## src/rtl/xnor_seq_pkg.sv

```systemverilog
// Shared types for the time-multiplexed XNOR equality engine: FSM encoding,
// requester IDs and the round-robin pick.
package xnor_seq_pkg;

  typedef enum logic [1:0] {
    S_IDLE  = 2'd0,
    S_SHIFT = 2'd1,
    S_DONE  = 2'd2
  } state_e;

  localparam logic REQ0 = 1'b0;
  localparam logic REQ1 = 1'b1;

  // A tie goes to whoever did not own the previous grant.
  function automatic logic rr_pick(input logic req0, input logic req1,
                                   input logic last_owner);
    logic sel;
    if (req0 && req1) sel = ~last_owner;
    else if (req1)    sel = REQ1;
    else              sel = REQ0;
    return sel;
  endfunction

endpackage

```

## src/rtl/xnor_seq_ctrl_if.sv

```systemverilog
// Request/operand/result bundle between two requesters and the equality engine.
interface xnor_seq_ctrl_if #(
  parameter int unsigned WIDTH = 8,
  parameter int unsigned IDXW  = $clog2(WIDTH)
);
  logic             req0;
  logic [WIDTH-1:0] a0;
  logic [WIDTH-1:0] b0;
  logic             req1;
  logic [WIDTH-1:0] a1;
  logic [WIDTH-1:0] b1;
  logic             gnt0;
  logic             gnt1;
  logic             busy;
  logic             done;
  logic             owner;
  logic             eq;
  logic [IDXW-1:0]  mm_idx;

  modport master (
    output req0, a0, b0, req1, a1, b1,
    input  gnt0, gnt1, busy, done, owner, eq, mm_idx
  );

  modport slave (
    input  req0, a0, b0, req1, a1, b1,
    output gnt0, gnt1, busy, done, owner, eq, mm_idx
  );
endinterface

```

## src/rtl/xnor_cell.sv

```systemverilog
// Single-bit equality gate, x = ~(a ^ b), composed only of 2-input NORs.
module xnor_cell (
  input  wire a_i,
  input  wire b_i,
  output wire x_o
);
  wire n_ab;
  wire n_a;
  wire n_b;

  // n_a = ~a & b, n_b = a & ~b; NOR of the two is the XNOR.
  nor g_ab  (n_ab, a_i, b_i);
  nor g_a   (n_a,  a_i, n_ab);
  nor g_b   (n_b,  b_i, n_ab);
  nor g_out (x_o,  n_a, n_b);
endmodule

```

## src/rtl/xnor_seq_ctrl.sv

```systemverilog
// Round-robin shared equality engine: latches one requester's operands and
// walks them LSB-first through a single XNOR cell, reporting eq and lowest mismatch.
module xnor_seq_ctrl
  import xnor_seq_pkg::*;
#(
  parameter int unsigned WIDTH = 8,
  parameter int unsigned IDXW  = $clog2(WIDTH)
) (
  input logic            clk,
  input logic            reset,
  xnor_seq_ctrl_if.slave bus
);

  localparam int unsigned     CNTW     = IDXW + 1;
  localparam logic [CNTW-1:0] CNT_LAST = CNTW'(WIDTH - 1);

  state_e           state_q, state_d;
  logic [WIDTH-1:0] a_sh_q, a_sh_d;
  logic [WIDTH-1:0] b_sh_q, b_sh_d;
  logic [CNTW-1:0]  cnt_q, cnt_d;
  logic             acc_q, acc_d;
  logic             found_q, found_d;
  logic [IDXW-1:0]  mm_r_q, mm_r_d;
  logic             owner_q, owner_d;
  logic             last_owner_q, last_owner_d;
  logic             busy_q, busy_d;
  logic             done_q, done_d;
  logic             eq_q, eq_d;
  logic [IDXW-1:0]  mm_idx_q, mm_idx_d;

  logic            sel_c;
  logic            grant_c;
  logic            gnt0_c;
  logic            gnt1_c;
  logic            x_c;
  logic [IDXW-1:0] cnt_idx;

  assign cnt_idx = cnt_q[IDXW-1:0];
  assign sel_c   = rr_pick(bus.req0, bus.req1, last_owner_q);
  // Grant is combinational but suppressed while reset is held.
  assign grant_c = (state_q == S_IDLE) && (bus.req0 || bus.req1) && !reset;

  xnor_cell u_cell (
    .a_i (a_sh_q[cnt_idx]),
    .b_i (b_sh_q[cnt_idx]),
    .x_o (x_c)
  );

  always_ff @(posedge clk or posedge reset) begin
    if (reset) begin
      state_q      <= S_IDLE;
      a_sh_q       <= '0;
      b_sh_q       <= '0;
      cnt_q        <= '0;
      acc_q        <= 1'b0;
      found_q      <= 1'b0;
      mm_r_q       <= '0;
      owner_q      <= 1'b0;
      last_owner_q <= REQ1;
      busy_q       <= 1'b0;
      done_q       <= 1'b0;
      eq_q         <= 1'b0;
      mm_idx_q     <= '0;
    end else begin
      state_q      <= state_d;
      a_sh_q       <= a_sh_d;
      b_sh_q       <= b_sh_d;
      cnt_q        <= cnt_d;
      acc_q        <= acc_d;
      found_q      <= found_d;
      mm_r_q       <= mm_r_d;
      owner_q      <= owner_d;
      last_owner_q <= last_owner_d;
      busy_q       <= busy_d;
      done_q       <= done_d;
      eq_q         <= eq_d;
      mm_idx_q     <= mm_idx_d;
    end
  end

  always_comb begin
    state_d      = state_q;
    a_sh_d       = a_sh_q;
    b_sh_d       = b_sh_q;
    cnt_d        = cnt_q;
    acc_d        = acc_q;
    found_d      = found_q;
    mm_r_d       = mm_r_q;
    owner_d      = owner_q;
    last_owner_d = last_owner_q;
    busy_d       = 1'b0;
    done_d       = 1'b0;
    eq_d         = eq_q;
    mm_idx_d     = mm_idx_q;
    gnt0_c       = 1'b0;
    gnt1_c       = 1'b0;

    case (state_q)
      S_IDLE: begin
        if (grant_c) begin
          gnt0_c       = (sel_c == REQ0);
          gnt1_c       = (sel_c == REQ1);
          a_sh_d       = (sel_c == REQ1) ? bus.a1 : bus.a0;
          b_sh_d       = (sel_c == REQ1) ? bus.b1 : bus.b0;
          cnt_d        = '0;
          acc_d        = 1'b1;
          found_d      = 1'b0;
          owner_d      = sel_c;
          last_owner_d = sel_c;
          busy_d       = 1'b1;
          state_d      = S_SHIFT;
        end
      end
      S_SHIFT: begin
        busy_d = 1'b1;
        acc_d  = acc_q & x_c;
        if (!x_c && !found_q) begin
          found_d = 1'b1;
          mm_r_d  = cnt_idx;
        end
        // Results are folded in with the last bit so they are valid during done.
        if (cnt_q == CNT_LAST) begin
          state_d  = S_DONE;
          done_d   = 1'b1;
          eq_d     = acc_d;
          mm_idx_d = found_d ? mm_r_d : '0;
        end else begin
          cnt_d = cnt_q + CNTW'(1);
        end
      end
      S_DONE:  state_d = S_IDLE;
      default: state_d = S_IDLE;
    endcase
  end

  assign bus.gnt0   = gnt0_c;
  assign bus.gnt1   = gnt1_c;
  assign bus.busy   = busy_q;
  assign bus.done   = done_q;
  assign bus.owner  = owner_q;
  assign bus.eq     = eq_q;
  assign bus.mm_idx = mm_idx_q;

endmodule

```

## src/flat_wrapper.sv

```systemverilog
// flat-port wrapper written by rule: the top's interface ports become plain ports
module xnor_seq_ctrl_flat import xnor_seq_pkg::*;
#(
  parameter int unsigned WIDTH = 8,
  parameter int unsigned IDXW  = $clog2(WIDTH)
)
  (clk, reset, bus_req0, bus_a0, bus_b0, bus_req1, bus_a1, bus_b1, bus_gnt0, bus_gnt1, bus_busy, bus_done, bus_owner, bus_eq, bus_mm_idx);
  xnor_seq_ctrl_if #(.WIDTH(WIDTH), .IDXW(IDXW)) bus_i ();
  input logic clk;
  input logic reset;
  input wire logic [$bits(bus_i.req0)-1:0] bus_req0;
  input wire logic [$bits(bus_i.a0)-1:0] bus_a0;
  input wire logic [$bits(bus_i.b0)-1:0] bus_b0;
  input wire logic [$bits(bus_i.req1)-1:0] bus_req1;
  input wire logic [$bits(bus_i.a1)-1:0] bus_a1;
  input wire logic [$bits(bus_i.b1)-1:0] bus_b1;
  output wire logic [$bits(bus_i.gnt0)-1:0] bus_gnt0;
  output wire logic [$bits(bus_i.gnt1)-1:0] bus_gnt1;
  output wire logic [$bits(bus_i.busy)-1:0] bus_busy;
  output wire logic [$bits(bus_i.done)-1:0] bus_done;
  output wire logic [$bits(bus_i.owner)-1:0] bus_owner;
  output wire logic [$bits(bus_i.eq)-1:0] bus_eq;
  output wire logic [$bits(bus_i.mm_idx)-1:0] bus_mm_idx;
  assign bus_i.req0 = bus_req0;
  assign bus_i.a0 = bus_a0;
  assign bus_i.b0 = bus_b0;
  assign bus_i.req1 = bus_req1;
  assign bus_i.a1 = bus_a1;
  assign bus_i.b1 = bus_b1;
  assign bus_gnt0 = bus_i.gnt0;
  assign bus_gnt1 = bus_i.gnt1;
  assign bus_busy = bus_i.busy;
  assign bus_done = bus_i.done;
  assign bus_owner = bus_i.owner;
  assign bus_eq = bus_i.eq;
  assign bus_mm_idx = bus_i.mm_idx;
  xnor_seq_ctrl #(.WIDTH(WIDTH), .IDXW(IDXW)) u_core (.clk(clk), .reset(reset), .bus(bus_i));
endmodule
```

## config.mk

```make
export PLATFORM = sky130hd
export DESIGN_NAME = xnor_seq_ctrl_flat
export DESIGN_NICKNAME = d
export VERILOG_FILES = /design/src/rtl/xnor_seq_pkg.sv /design/src/rtl/xnor_seq_ctrl_if.sv /design/src/rtl/xnor_cell.sv /design/src/rtl/xnor_seq_ctrl.sv /design/src/flat_wrapper.sv
export SDC_FILE = /design/constraint.sdc
export NUM_CORES = 1
export LEC_CHECK = 0
export ABC_AREA = 0
export CORE_MARGIN = 2
export CORE_UTILIZATION = 49
export DETAILED_ROUTE_END_ITERATION = 10
export PLACE_DENSITY = 0.88
export SLEW_MARGIN = 10
export SYNTH_ARGS = -nofsm -noshare
export SYNTH_HDL_FRONTEND = slang
export SYNTH_SLANG_ARGS = --single-unit
export TNS_END_PERCENT = 5
```

## constraint.sdc

```tcl
create_clock -name clk -period 3.53 [get_ports clk]
set_input_delay 0.8825 -clock clk [delete_from_list [all_inputs] [get_ports clk]]
set_output_delay 0.8825 -clock clk [all_outputs]
set_load 0.005 [all_outputs]
```

# == Word-level counts from Yosys, hierarchy flattened ==
# Cells that the tools add are included.
# W data, S select, Z words.
# word_totals
word_cells,75
in_bits,36
output_inout_bits,9
regBits,35
# op_classes
n_lt_le_gt_ge,1
bitwise,11
mux,30
reduce_logical,14
addsub,1
eq_ne,5
# op_table
operator,count
$mux W8,2
$mux W1,15
$mux W4,2
$pmux W4 S2,1
$reduce_and A2 Y1,4
$bmux W1 S3,2
$mux W3,2
$not A1 Y1,6
$pmux W1 S2,3
$add A4 B1 Y4 const B,1
$eq A4 B3 Y1 const B,1
$logic_and A1 B1 Y1,4
$lt A3 B4 Y1 const B,1
$mux W2,2
$ne A2 B1 Y1 const B,2
$or A1 B1 Y1,4
$pmux W2 S2,1
$reduce_and A3 Y1,1
$eq A2 B1 Y1 const B,1
$logic_not A1 Y1,2
$logic_not A2 Y1,1
$ne A2 B2 Y1 const B,1
$reduce_bool A2 Y1,1
$and A1 B1 Y1,1
$logic_or A1 B1 Y1,1

# == Longest topological paths before layout ==
# depth
ltp_word,11
depth_mapped,6
ltp_nobuf,6

# == Modules after synthesis ==
# Synthesis repeated with hierarchy kept, for this count alone.
# hier_totals
cells_unflattened,144
area_unflattened_um2,1727.9
# by_module_without_submodules
module,n_inst,area_per_inst_um2,seq_area_each_um2,cells_per_inst
xnor_seq_ctrl,1,1719.1,877.1,143
xnor_cell,1,8.8,0.0,1

# == Worst setup path after synthesis ==
# No wires, ideal clock.
# synth_timing
path_kind,input port to output port
startpoint,in reset
endpoint,out bus_gnt0
arrival_ps,1752
stages,3
path_buffers,1
slack_ps,896
t_required_ps,2648
cell_sequence,or4_1 > clkbuf_1 > nor2_1
# synth_via
elab_chain_cells,4
# synth_lines
item,line,source
start: declaration,flat_wrapper.sv:10,input logic reset;
$logic_not A1 Y1,xnor_seq_ctrl.sv:41,assign grant_c = (state_q == S_IDLE) && (bus.req0 || bus.req1) && !reset;
$logic_and A1 B1 Y1,xnor_seq_ctrl.sv:41,
$mux W1,xnor_seq_ctrl.sv:100,if (grant_c) begin
$mux W1,xnor_seq_ctrl.sv:98,case (state_q)
end: declaration,flat_wrapper.sv:17,output wire logic [$bits(bus_i.gnt0)-1:0] bus_gnt0;
# Every way passes these cells.

# == Worst setup path in the final report ==
# layout_timing
startpoint,in bus_req0
endpoint,out bus_gnt0
# layout_via
elab_chain_cells,5
word_cells_on_any_way,8
cone_classes,3 x mux; 1 x bitwise; 4 x reduce/logical
# layout_lines
item,line,source
start: declaration,flat_wrapper.sv:11,input wire logic [$bits(bus_i.req0)-1:0] bus_req0;
$logic_and A1 B1 Y1 or $logic_or A1 B1 Y1 (tied branches),"xnor_seq_pkg.sv:18, xnor_seq_ctrl.sv:41",
$mux W1 or $logic_and A1 B1 Y1 (tied branches),"xnor_seq_pkg.sv:18, xnor_seq_ctrl.sv:41",
$not A1 Y1 or $logic_and A1 B1 Y1 (tied branches),"xnor_seq_ctrl.sv:101, xnor_seq_ctrl.sv:41",
$mux W1 (*),xnor_seq_ctrl.sv:100,
$mux W1 (*),xnor_seq_ctrl.sv:98,
# Mark *: on every way between the ends. The rest lies on a longest branch, timed or not.

==> reports/results.txt <==
Fin nets: 252
Avg WL per Cell: 11.7 um
Sw Pwr: 0.000584 W
Commonest cells after routing, fill and taps aside: 44 x clkdlybuf4s50_1, 34 x nand2_1, 34 x dfrtp_1, 22 x o21ai_0, 16 x mux2i_1
Final HPWL DP: 2380 um
Yosys top cell area share: 0.499
Comb pwr share: 0.415
Internal power: 0.00105 W
Share of layout cells above drive strength 1: 0.0926
DRC: 0
Die Width: 63.0 um
Initial antenna violation count: 0
Maximum VDD drop: 363 uV
Max Cap Viol: 0
Cell depth of the worst setup path: 5
Antenna Nets Post-Route: 0
Setup Viol. Count Final: 0
Reg2Reg Depth: 5
Shortest period the worst path allows: 3.39 ns
Die height: 63.0 um
RSZ-0062 raised after global routing: no
CTS-repair resized insts: 0
Type of the worst setup path: in2out
Critical path buffers and inverters: 2
Worst Hold Endpoint: u_core.last_owner_q$_DFFE_PP1P_
# diodes: 0
Rows: 21
RR Endpoint: u_core.mm_r_q[1]$_DFFE_PP0P_
Post-Syn Area: 1710 um2
FF-to-FF setup slack: 1.54 ns
Final Power: 0.00164 W
Critical path required time: 2.65 ns
Final WL: 3080 um
Multi-input logic area: 779 um2
Status: finished clean
Final Skew: 0.00294 ns
Delay-heaviest family, CP: buffers and inverters
Slew @ Worst Pin: 0.697 ns
Flip-flop and latch area: 877 um2
Slew Limit Fails: 0
Post-synthesis average cell area: 10.1 um2
Clk sink count: 35
Synthesized flop and latch total: 35
# fillers: 276
Crit-path cells: clkdlybuf4s50_1 > nor2_1 > or4_1 > nor2_1 > clkdlybuf4s50_1
I/O pin cnt: 45
Part of the Yosys area used for sequential elements: 0.514
CTS tree: done
Worst endpoint data arrival time: 2.51 ns
Most common cell after layout, fill and taps aside: clkdlybuf4s50_1
Non-filler instance count after layout: 262
Crit path launch: bus_req0
Slowest stage delay, CP: 0.51 ns
CTS Buf Count: 5
Area contributors post-synth: dfrtp_1 50%, mux2i_1 9.4%, nand2_1 7.5%
Worst hold start: u_core.last_owner_q$_DFFE_PP1P_
Worst min path class: reg2reg
Clock power share: 0.147
Setup TNS: 0 ns
Hold_buf cts: 0
Final hold violations: 0
Syn-to-layout area delta: 32.6%
Crit. End Element: output pin
Worst hold path stage count: 2
Critical-path top delay cell: clkdlybuf4s50_1
Die area: 3970 um2
Placer Congestion: 0.749
Unique cell type count in the Yosys netlist: 33
Initial Util: 0.511
CP Launch Type: input pin
Clock slew at reported path FFs: 0.10 ns
Mapped Cells: 169
Via count of the first global-routing pass: 1253
Gr usage total: 0.165
Crit-path max FO: 2
Pin count of the biggest net entering global routing: 40
DR vias/cell: 5.06
Max-slew headroom: 0.535
Clk buf depth: 2
First-pass GRT wire length: 5180 um
Inst Count DP: 254
Fmax: 295 MHz
1st-iter DRT viols: 55
Detailed-route via count: 1326
GRT overflow: 0
Area leader, netlist: dfrtp_1
Cell Pwr Density: 724 nW/um2
Leak pwr: 1.01 nW
Tcrit/Tclk final: 0.960
Reg-to-Reg Start: u_core.cnt_q[0]$_DFFE_PP0P_
Clock H-tree levels: 2
Root Buffer: clkbuf_4
Sw frac: 0.356
Port buffer count: 44
Worst-Skew Late Latency: 0.32 ns
Drt first pass iters: 4
Proportion of power drawn by flip-flops and latches: 0.438
Total nets after synthesis: 206
Core ar.: 3340 um2
YS warnings: 0
Number of post-CTS setup repair buffers: 0
[cell families after synthesis]
logic type | after synthesis | synth area share
xor gates and xnor gates | 8 | 0.0411
AOI/OAI and AO/OA | 38 | 0.140
muxes | 18 | 0.112
adders and majority gates | 1 | 0.00734
and+or+nand+nor | 58 | 0.155
buffers and inverters | 11 | 0.0308
DFF | 35 | 0.514
[power by group through the flow]
stage | sequential [W] | clock, W | combinational (W)
5_1_grt | 0.000742 | 0.000268 | 0.000764
3_5_place_dp | 0.000727 | 0 | 0.000687
3_3_place_gp | 0.000720 | 0 | 0.000662
4_1_cts | 0.000719 | 0.000246 | 0.000689
6_report | 0.000717 | 0.000241 | 0.000680
2_1_floorplan | 0.000682 | 0 | 0.000517
[Yosys cell counts, drive strengths merged]
master  instances
ha              1
a21oi           2
o21a            2
o221ai          1
nand3b          3
nor2b           3
nor4            1
inv             2
xnor2           4
a211oi          1
clkbuf          5
o211ai          1
nand2          34
nor2            7
a22o            1
o21ai          22
nand2b          1
mux2            2
o22ai           2
mux2i          16
nand3           4
or4             2
a21boi          1
buf             4
or2             3
xor2            4
dfrtp          34
a221o           1
dfstp           1
o31ai           2
a31oi           2
[worst reg2reg max path, delay by kind of cell (launching register included)]
kind | cells | cell delay, ns
DFF | 1 | 0.50
AOI/OAI and AO/OA | 2 | 0.62
and+or+nand+nor | 2 | 0.44
muxes | 1 | 0.32
[how the worst max path moves through the flow]
stage | end | slack (ns)
floorplan | bus_gnt0 | 0.90
global placement | bus_gnt0 | 0.18
detailed placement | bus_gnt0 | 0.15
CTS | bus_gnt0 | 0.14
global route | bus_gnt0 | 0.08
finish | bus_gnt0 | 0.14
[sequential cells by signal, summed over array words and instances, names as in the netlist]
register and count:
u_core.last_owner_q 1, u_core.found_q 1, u_core.state_q 2, u_core.bus.mm_idx 3
u_core.acc_q 1, u_core.bus.eq 1, u_core.b_sh_q 8, u_core.mm_r_q 3
u_core.cnt_q 4, u_core.bus.done 1, u_core.bus.owner 1, u_core.a_sh_q 8
u_core.bus.busy 1
[metal layers]
metal,up-vias,wire (um),GRT usage,share of wire
met5,-,0,0,0
met4,0,34,0.0583,0.011
met3,5,151,0.0432,0.049
met2,40,1500,0.278,0.49
met1,605,1390,0.203,0.45
li1,676,-,-,-
[stage by stage]
| stage | worst slack [ns] | hold slack [ns] | utilization | cell area (um2) |
|---|---|---|---|---|
| floorplan | 0.896 | 0.437 | - | 1710 |
| global placement | 0.178 | 0.463 | 0.657 | 2190 |
| detailed placement | 0.149 | 0.461 | 0.657 | 2190 |
| CTS | 0.142 | 0.477 | 0.678 | 2260 |
| global route | 0.0837 | 0.498 | 0.678 | 2260 |
| finish | 0.140 | 0.477 | 0.678 | 2260 |
[layout make-up]
class	instances	share of cell area
sequential	35	0.388
clock buffer	8	0.0304
tap	46	0.0255
inverter	2	0.00332
timing repair buffer	48	0.208
multi-input combinational	123	0.345
Power figures use the tool's default switching activity.
